### src/rtl/imem_writer.sv
// imem_writer: buffers {address, word} pairs and writes each word big-endian as four bytes; IMEM_WR_ALIGN_CHECK_EN drops misaligned words with an Err pulse
module imem_writer #(
  parameter int ADDR_W     = 7,
  parameter int FIFO_DEPTH = 2
) (
  input  logic              CLK,
  input  logic              Reset,
  input  logic              WValid,
  output logic              WReady,
  input  logic [31:0]       WAddr,
  input  logic [31:0]       WData,
  output logic              MemWE,
  output logic [ADDR_W-1:0] MemAddr,
  output logic [7:0]        MemByte,
  output logic              Busy,
  output logic              Err
);
  localparam int PW = FIFO_DEPTH > 1 ? $clog2(FIFO_DEPTH) : 1;
  localparam int CW = $clog2(FIFO_DEPTH + 1);
  localparam logic [PW-1:0] LAST = PW'(FIFO_DEPTH - 1);
  localparam logic [0:0] IDLE  = 1'b0;
  localparam logic [0:0] WRITE = 1'b1;
  logic [ADDR_W+31:0] mem [FIFO_DEPTH];
  logic [PW-1:0]      wptr, rptr;
  logic [CW-1:0]      cnt;
  logic [0:0]         state;
  logic [1:0]         k;
  logic [ADDR_W-1:0]  a;
  logic [31:0]        w;
  logic               push, pop, unused_addr;
`ifdef IMEM_WR_ALIGN_CHECK_EN
  assign push = WValid && WReady && WAddr[1:0] == 2'b00;
  // flag a misaligned word accepted and dropped this edge
  always_ff @(posedge CLK or negedge Reset)
    if (!Reset) Err <= 1'b0;
    else Err <= WValid && WReady && WAddr[1:0] != 2'b00;
`else
  assign push = WValid && WReady;
  assign Err  = 1'b0;
`endif
  assign WReady      = cnt < CW'(FIFO_DEPTH);
  assign pop         = cnt != '0 && (state == IDLE || k == 2'd3);
  assign Busy        = cnt != '0 || state == WRITE;
  assign unused_addr = ^WAddr[31:ADDR_W];
  // FIFO storage; contents need no reset since occupancy gates every read
  always_ff @(posedge CLK)
    if (push) mem[wptr] <= {WAddr[ADDR_W-1:0], WData};
  // FIFO pointers and occupancy
  always_ff @(posedge CLK or negedge Reset)
    if (!Reset) begin
      wptr <= '0;
      rptr <= '0;
      cnt  <= '0;
    end else begin
      wptr <= push ? (wptr == LAST ? '0 : wptr + 1'b1) : wptr;
      rptr <= pop ? (rptr == LAST ? '0 : rptr + 1'b1) : rptr;
      cnt  <= cnt + CW'(push) - CW'(pop);
    end
  // sequencer: load a word on pop, then walk the four byte slots
  always_ff @(posedge CLK or negedge Reset)
    if (!Reset) begin
      state <= IDLE;
      k     <= '0;
      a     <= '0;
      w     <= '0;
    end else if (pop) begin
      state  <= WRITE;
      k      <= '0;
      {a, w} <= mem[rptr];
    end else if (state == WRITE) begin
      k     <= k + 2'd1;
      state <= k == 2'd3 ? IDLE : WRITE;
    end
  // registered byte-write port, one cycle behind the sequencer
  always_ff @(posedge CLK or negedge Reset)
    if (!Reset) begin
      MemWE   <= 1'b0;
      MemAddr <= '0;
      MemByte <= '0;
    end else begin
      MemWE <= state == WRITE;
      if (state == WRITE) begin
        MemAddr <= a + ADDR_W'(k);
        MemByte <= k == 2'd0 ? w[31:24] : k == 2'd1 ? w[23:16] : k == 2'd2 ? w[15:8] : w[7:0];
      end
    end
endmodule

### config.mk
export PLATFORM = sky130hd
export DESIGN_NAME = imem_writer
export DESIGN_NICKNAME = d
export VERILOG_FILES = /design/src/rtl/imem_writer.sv
export SDC_FILE = /design/constraint.sdc
export NUM_CORES = 1
export LEC_CHECK = 0
export ABC_CLOCK_PERIOD_IN_PS = 2600
export CAP_MARGIN = 30
export CORE_MARGIN = 2
export CORE_UTILIZATION = 40
export DETAILED_ROUTE_END_ITERATION = 10
export PLACE_DENSITY_LB_ADDON = 0.15
export SYNTH_ARGS = -nofsm -noshare
export SYNTH_HDL_FRONTEND = slang
export SYNTH_SLANG_ARGS = --single-unit
### constraint.sdc
create_clock -name CLK -period 2.6 [get_ports CLK]
set_clock_uncertainty 0.05 [all_clocks]
set_input_delay 0.52 -clock CLK [delete_from_list [all_inputs] [get_ports CLK]]
set_output_delay 0.52 -clock CLK [all_outputs]
set_load 0.01 [all_outputs]
==> results of run 1 <==
## registers in the layout, indices dropped and copies added (netlist names)
| name | count |
|---|---|
| rptr | 1 |
| k | 2 |
| mem | 78 |
| wptr | 1 |
| w | 32 |
| MemAddr | 7 |
| a | 7 |
| MemWE | 1 |
| state | 1 |
| cnt | 2 |
| MemByte | 8 |
## worst reg2reg max path, stage by stage (launching register included)
cell and delay [ps]:
dfrtp_1 460, ha_1 220, inv_1 60, fa_1 390
nand3b_1 220, or3_1 360, a31oi_1 160
## stage by stage
| stage | cells | util | hold slack [ps] |
|---|---|---|---|
| after floorplan | 341 | - | 174 |
| after global placement | 572 | 0.469 | 441 |
| after detailed placement | 572 | 0.469 | 441 |
| after CTS | 604 | 0.514 | 90.0 |
| after global routing | 604 | 0.514 | 120 |
| final | 604 | 0.514 | 81.4 |
## power by group
part	leakage, nW	switching, mW	internal, mW
clock	0.303	0.869	1.67
sequential	1.44	0.402	3.17
combinational	0.990	1.43	1.87
total	2.74	2.70	6.72
## cell families after synthesis
| logic type | count (synthesis) |
|---|---|
| and+or+nand+nor | 43 |
| muxes | 90 |
| buffers and inverters | 26 |
| adders and majority gates | 8 |
| DFF | 140 |
| xor gates and xnor gates | 7 |
| other | 1 |
| AOI/OAI and AO/OA | 26 |
## path summary, 6_finish.rpt
kind,endpoint,slack [ps],cells after the start
min in group CLK,w[19],460,1
max in group asynchronous,w[23],1690,2
min reg2reg,w[19],460,1
max reg2reg,MemAddr[6],610,6
max,Busy,250,3
min,wptr,80,1
## cell type report
type / instances / area share
sequential: 140 / 0.543
inverter: 10 / 0.00524
clock buffer: 21 / 0.0657
tap: 180 / 0.0314
multi-input combinational: 175 / 0.236
clock inverter: 11 / 0.0230
timing repair buffer: 67 / 0.0953
## cell usage in the layout, fill, tap and decap left out, types with 2 or more instances in the layout
cell and instances:
o21ai_0 3, mux2_2 50, mux2_4 34, xnor2_1 5
edfxtp_1 78, clkbuf_16 17, mux2i_1 6, a31oi_1 11
ha_1 7, or3_1 3, buf_12 3, a21oi_1 2
nand2b_1 9, o211ai_1 8, clkbuf_8 3, buf_4 5
inv_1 10, bufinv_16 4, clkinvlp_4 3, nand2_1 11
clkinv_2 2, clkdlybuf4s50_1 58, xor2_1 2, nor2_1 14
dfrtp_1 62
## metal layers
| layer | vias up | part of all wire | GRT usage |
|---|---|---|---|
| li1 | 1389 | - | - |
| met1 | 1474 | 0.45 | 0.191 |
| met2 | 54 | 0.49 | 0.239 |
| met3 | 7 | 0.046 | 0.0586 |
| met4 | 0 | 0.010 | 0.0639 |
| met5 | - | 0 | 0 |
==> out/results.txt, run 1 <==
After detailed routing, the number of vias per cell comes to 4.84. The number of antenna violations at the first check in global routing came out at 0. The number of rows created at floorplan is 43, and the number of detailed-route iterations in the first pass is 4. Type of destination of the critical path: a primary output. The tools report the antenna diode instance count as 0. The tools report the hold violation total from the final report as 0. After clock tree synthesis, the flow added hold-fix buffers numbering 0. The net count reported at finish was 486; the total negative slack for setup checks was 0 ps. Sorting the synthesized cells by area gives the leading types as edfxtp_1 41%, dfrtp_1 27%, mux2_2 9.8%. The tree is rooted in a clkbuf_16. The share of synthesized area spent on multiplexers was 0.198.

The tools report the area after detailed placement as 6530 um^2. The synthesis-stage register bit count is 140. The min-delay analysis places its worst path in the category in2async.

The buffering stage count on the worst path with inverters included is 2, and the required arrival time at the worst endpoint is 2030 ps. Dividing the detail-routed wire length by the instance count gives 17.0 um. The fraction of layout cells with a size suffix above 1 was 0.297; the setup-violating endpoint count in the final report was 0.

From synthesis to final layout, the design area changed by 25.3%. The number of global-route vias before repair was 3091; the fraction of post-synthesis cell area in the top cell type by area was 0.410. The instance count of the mapped netlist is 341. The via count came out at 2924.

After legalization and detailed placement, the total HPWL measured 6660 um. In this run the static leakage power is 2.74 nW. The chip height is 124 um, and the final weighted congestion in routability-driven placement is 0.688.

After the first detailed-routing iteration, the DRC count stood at 131. The core region is 13900 um^2. The post-synthesis xor/xnor area fraction came out at 0.0107. The logs give 0 for the global-route congestion overflow total and 31 for the count of distinct cell types in the synthesized netlist. The post-detailed-route DRC marker count was 0; the post-route cell area was 7170 um^2. The total nets after synthesis came out at 416. The largest single stage delay on the critical path is 480 ps. The areal power density over the cells was 1310 nW/um^2; the wire length reported by the detailed router was 10300 um.

Summed over all instances, the cell type with the most area after synthesis is edfxtp_1. Setup repair after global routing left no endpoint under its margin. The clock transition time at the flip-flop clock pins of the worst setup and hold paths was 60 ps; the final worst setup slack was 253 ps. The kind of cell with the highest combined delay along the critical path is buffers and inverters. The worst path needs 2350 ps of the cycle, external delays included.

The worst-skew pair later-pin latency was 420 ps; the number of filler cells placed in the layout was 1160. Yosys mapped a number of flops with a built-in enable equal to 78. Across the VDD grid, the largest voltage drop is 764 uV. The tools report the overall power consumption as 9.42 mW. The post-synthesis compound-gate area fraction is 0.0298, and the number of max-cap violations is 0. The transition at the pin with the smallest max-transition slack was 666 ps. For this run, the leading register cell type out of synthesis is edfxtp_1. During I/O placement, the number of pins put on the boundary was 86. The run gives 15300 um^2 as the overall die area. After synthesis the cells add up to 5720 um^2. For this design, the slowest cell found on the critical path is clkdlybuf4s50_1.

Walking the worst path, the cells encountered are nor3_1, inv_1, clkdlybuf4s50_1. The tools report the effective utilization at floorplan as 0.410. TritonCTS built the clock tree. The critical path is of the reg2out type. The count of buffers added by post-CTS timing repair for setup was 0. For the share of the yosys chip area belonging to registers, the log shows 0.681.

The startpoint identified for the worst register-to-register timing path is k[0]. The count of final max-slew check failures is 0, and the number of buffers inserted during clock tree synthesis is 17. Prior to clock tree synthesis, the placed netlist has a worst setup slack of 613 ps.

The remaining max-slew budget at the tightest pin is 0.556, and the fraction of the cycle the final worst path needs is 0.903. The count of nets left with antenna violations once routing finished came out at 0. The die is 124 um wide.

The register cell area after layout came out at 3890 um^2. The number of port buffers is 59, and the share of flip-flops with an asynchronous set or reset after synthesis is 0.443. After synthesis, the mean cell area works out to 16.8 um^2. Counting along the longest clock path gives a buffer depth of 2. After clock tree synthesis, the repair step resized 0 gates. Entering global routing, the biggest net connects 44 pins.

The tools report the arrival time at the worst endpoint as 1780 ps. The largest fanout on the critical path was 6. In this run the number of H-tree levels came out at 4. The clock drives 140 sinks. The global-route usage over all layers is 0.153, and the simple logic cell fraction of the synthesized area is 0.0357. For this run, the number of Yosys warnings is 0. Derived from the worst setup path, the maximum achievable clock frequency is 426 MHz. The most frequent cell after synthesis was edfxtp_1. The run finished with clean final reports. Combinational family with the most area after synthesis: multiplexers. The tools report the launch point of the worst path as cnt[1].

Ranked by instance count, the synthesized netlist is headed by 78 x edfxtp_1, 62 x dfrtp_1, 50 x mux2_2. The fraction of the mapped netlist area in adder cells came out at 0.0188. The worst setup path is launched from a register. The area of the multi-input gates is 1690 um^2, and the wire length of the first global-routing pass is 16700 um.
Power figures use the tool's default switching activity.
==> inputs of run 2 (changes only) <==
- SETUP_SLACK_MARGIN: not set -> 0.3
==> run 2 against run 1 <==
Net effect: hold slack improved by 2.4 ps; highest routed layer unchanged; critical path depth is the same; first-iteration DRC count unchanged; critical path type unchanged; combinational power about the same.
==> out/results.txt, run 2 (synthesis results as in run 1) <==
The flow ran to the end, and the final reports show no timing, DRC or antenna violations. The number of clock sinks was 140 (unchanged); the required arrival time at the worst endpoint was 2030 ps (about the same). The tools report the nature of the critical path startpoint as a register. The tools report the leakage power as 2.74 nW (+0.11%).

The final weighted congestion in routability-driven placement was 0.688 (unchanged); the clock transition time at the flip-flop clock pins of the worst setup and hold paths was 50 ps (about the same). For the number of filler cells placed in the layout, the log shows 1157 (-0.26%). The area of the multi-input gates is 1700 um^2 (+0.67%), and the overall die area is 15300 um^2 (unchanged). The fraction of the cycle the final worst path needs came out at 0.852 (-0.0506). The switching fraction of total power was 0.287 (+0.000436). The run gives 2927 (+0.10%) as the via count. The run gives 451 MHz (+5.9%) as the highest clock frequency the design can meet. Leaving out fill and tap cells, the most frequent cells in the layout are 78 x edfxtp_1, 62 x dfrtp_1, 58 x clkdlybuf4s50_1, 50 x mux2_2, 34 x mux2_4. The clock period minus final worst setup slack was 2220 ps (-132 ps); the antenna diode instance count was 0 (unchanged).

The die span in x works out to 124 um (unchanged). The most frequent standard cell in the layout excluding fill and tap cells is edfxtp_1. The global-route congestion overflow total came out at 0 (unchanged). The largest registers in the layout are mem x78, w x32, MemByte x8.

The count of final max-slew check failures is 0 (unchanged). The wire length reported by the detailed router was 10300 um (about the same). The cell-internal power is 6.72 mW (about the same), and the fraction of layout cells with a size suffix above 1 is 0.300 (+0.00236). The setup-violating endpoint count in the final report was 0 (unchanged); the number of max-cap violations was 0 (unchanged). TritonCTS built the clock tree. The worst-skew pair later-pin latency was 420 ps (about the same); the length in cells of the worst reg-to-reg path was 6 (unchanged). For the final core utilization, the log shows 0.515 (+0.000808).

For the wire length of the first global-routing pass, the log shows 16700 um (about the same). The clock root buffer was clkbuf_16. The tools report the core region area as 13900 um^2 (unchanged). Number of port buffers: 59 (unchanged).

The startpoint-to-endpoint class of the critical path was reg2out. The number of buffers between clock root and the deepest sink was 2 (unchanged); the register cell area after layout was 3890 um^2 (unchanged). The run gives 0 (unchanged) as the post-detailed-route DRC marker count.

The worst flop-to-flop path startpoint was k[0]. For the count of buffers added by post-CTS timing repair for setup, the log shows 0 (unchanged). Launch point of the worst path: cnt[1].

The tools report the largest net degree at the start of global routing as 44 (unchanged). The number of global-route vias before repair was 3094 (+0.097%); the combinational power share was 0.350 (about the same). The transition at the pin with the smallest max-transition slack works out to 669 ps (+3.69 ps). The chip height is 124 um (unchanged). The tools report the effective utilization at floorplan as 0.410 (unchanged).

For the CTS H-tree depth, the log shows 4 (unchanged). The logs give 6530 um^2 (unchanged) for the area after detailed placement and 0.380 (about the same) for the power share of the sequential group. The number of antenna violations at the first check in global routing came out at 0 (unchanged). The global-route usage over all layers was 0.153 (about the same); the post-route cell area was 7180 um^2 (+0.16%). The boundary pin count was 86 (unchanged). The number of rows created at floorplan came out at 43 (unchanged). The arrival time at the worst endpoint came out at 1650 ps (-130 ps).

The number of flip-flops in the largest register works out to 78 (unchanged). Largest fanout on the critical path: 6 (unchanged). For the power spent charging and discharging nets, the log shows 2.71 mW (+0.23%). DRC violation total after the first TritonRoute iteration: 131 (unchanged). The number of buffers inserted during clock tree synthesis came out at 17 (unchanged). For the portion of total power attributed to the clock network, the log shows 0.269 (about the same).

The run gives 4 (unchanged) as the number of detailed-route iterations in the first pass. The path category of the worst min-delay check was in2async. Type of destination of the critical path: a primary output. The register containing the most flip-flops in the final layout is mem.

Setup repair after global routing left no endpoint under its margin. The relative area change from synthesis to final layout is 25.5%. The tools report the total negative slack for setup checks as 0 ps (unchanged). The remaining max-slew budget at the tightest pin came out at 0.554 (-0.00246). The antenna violation net count after detailed routing was 0 (unchanged).

The vias per cell is 4.85 (+0.10%), and the hold violation total from the final report is 0 (unchanged). The areal power density over the cells works out to 1310 nW/um^2 (about the same). The average wire length per cell after detail routing was 17.0 um (about the same).

The HPWL after detailed placement is 6660 um (unchanged). The worst ir drop on vdd was 764 uV (about the same). The net count reported at finish is 486 (unchanged).
run 2: cell count changes in the layout (fill, tap and decap cells not counted):
cell	previous run	this run
nor3_4	0	1
nor3_1	1	0
run 2: worst paths after layout:
| kind | to | slack (ps) |
|---|---|---|
| setup / recovery | Busy | 380 |
| hold / removal | wptr | 80 |
| setup reg to reg | MemAddr[6] | 620 |
| hold reg to reg | w[19] | 460 |
| max in group asynchronous | w[23] | 1690 |
| min in group CLK | w[19] | 460 |
run 2: area by class of cell:
| cell class | count | share of cell area |
|---|---|---|
| timing repair buffer | 67 | 0.0952 |
| clock buffer | 21 | 0.0656 |
| inverter | 10 | 0.00523 |
| multi-input combinational | 175 | 0.237 |
| sequential | 140 | 0.543 |
| clock inverter | 11 | 0.0230 |
| tap | 180 | 0.0314 |
run 2: what timing repair did:
item / CTS / global route
gates resized for setup: 1 / 1
endpoints found under the setup margin: 1 / 1
hold buffers: 0 / 0
run 2: stage by stage:
step | power [mW] | instances | setup slack (ps) | hold slack [ps]
after global routing | 10.0 | 604 | 304 | 120
final | 9.43 | 604 | 384 | 83.8
after global placement | 6.90 | 572 | 636 | 441
after CTS | 9.59 | 604 | 310 | 90.0
after floorplan | 5.96 | 341 | 447 | 174
after detailed placement | 6.98 | 572 | 613 | 441
run 2: per-layer routing:
| metal | track usage | vias up | routed length [um] |
|---|---|---|---|
| li1 | - | 1391 | - |
| met1 | 0.191 | 1472 | 4640 |
| met2 | 0.239 | 57 | 5080 |
| met3 | 0.0586 | 7 | 454 |
| met4 | 0.0639 | 0 | 108 |
| met5 | 0 | - | 0 |
run 2: critical path: stages, from the launching register on:
cell	delay, ps
dfrtp_1	460
nor3_4	240
inv_1	60
clkdlybuf4s50_1	470
run 2: power groups by stage:
stage | combinational [mW] | clock, mW | sequential [mW]
final | 3.30 | 2.54 | 3.58
after global routing | 3.63 | 2.69 | 3.68
after CTS | 3.39 | 2.61 | 3.59
after detailed placement | 3.36 | 0 | 3.62
after floorplan | 2.42 | 0 | 3.54
after global placement | 3.31 | 0 | 3.60
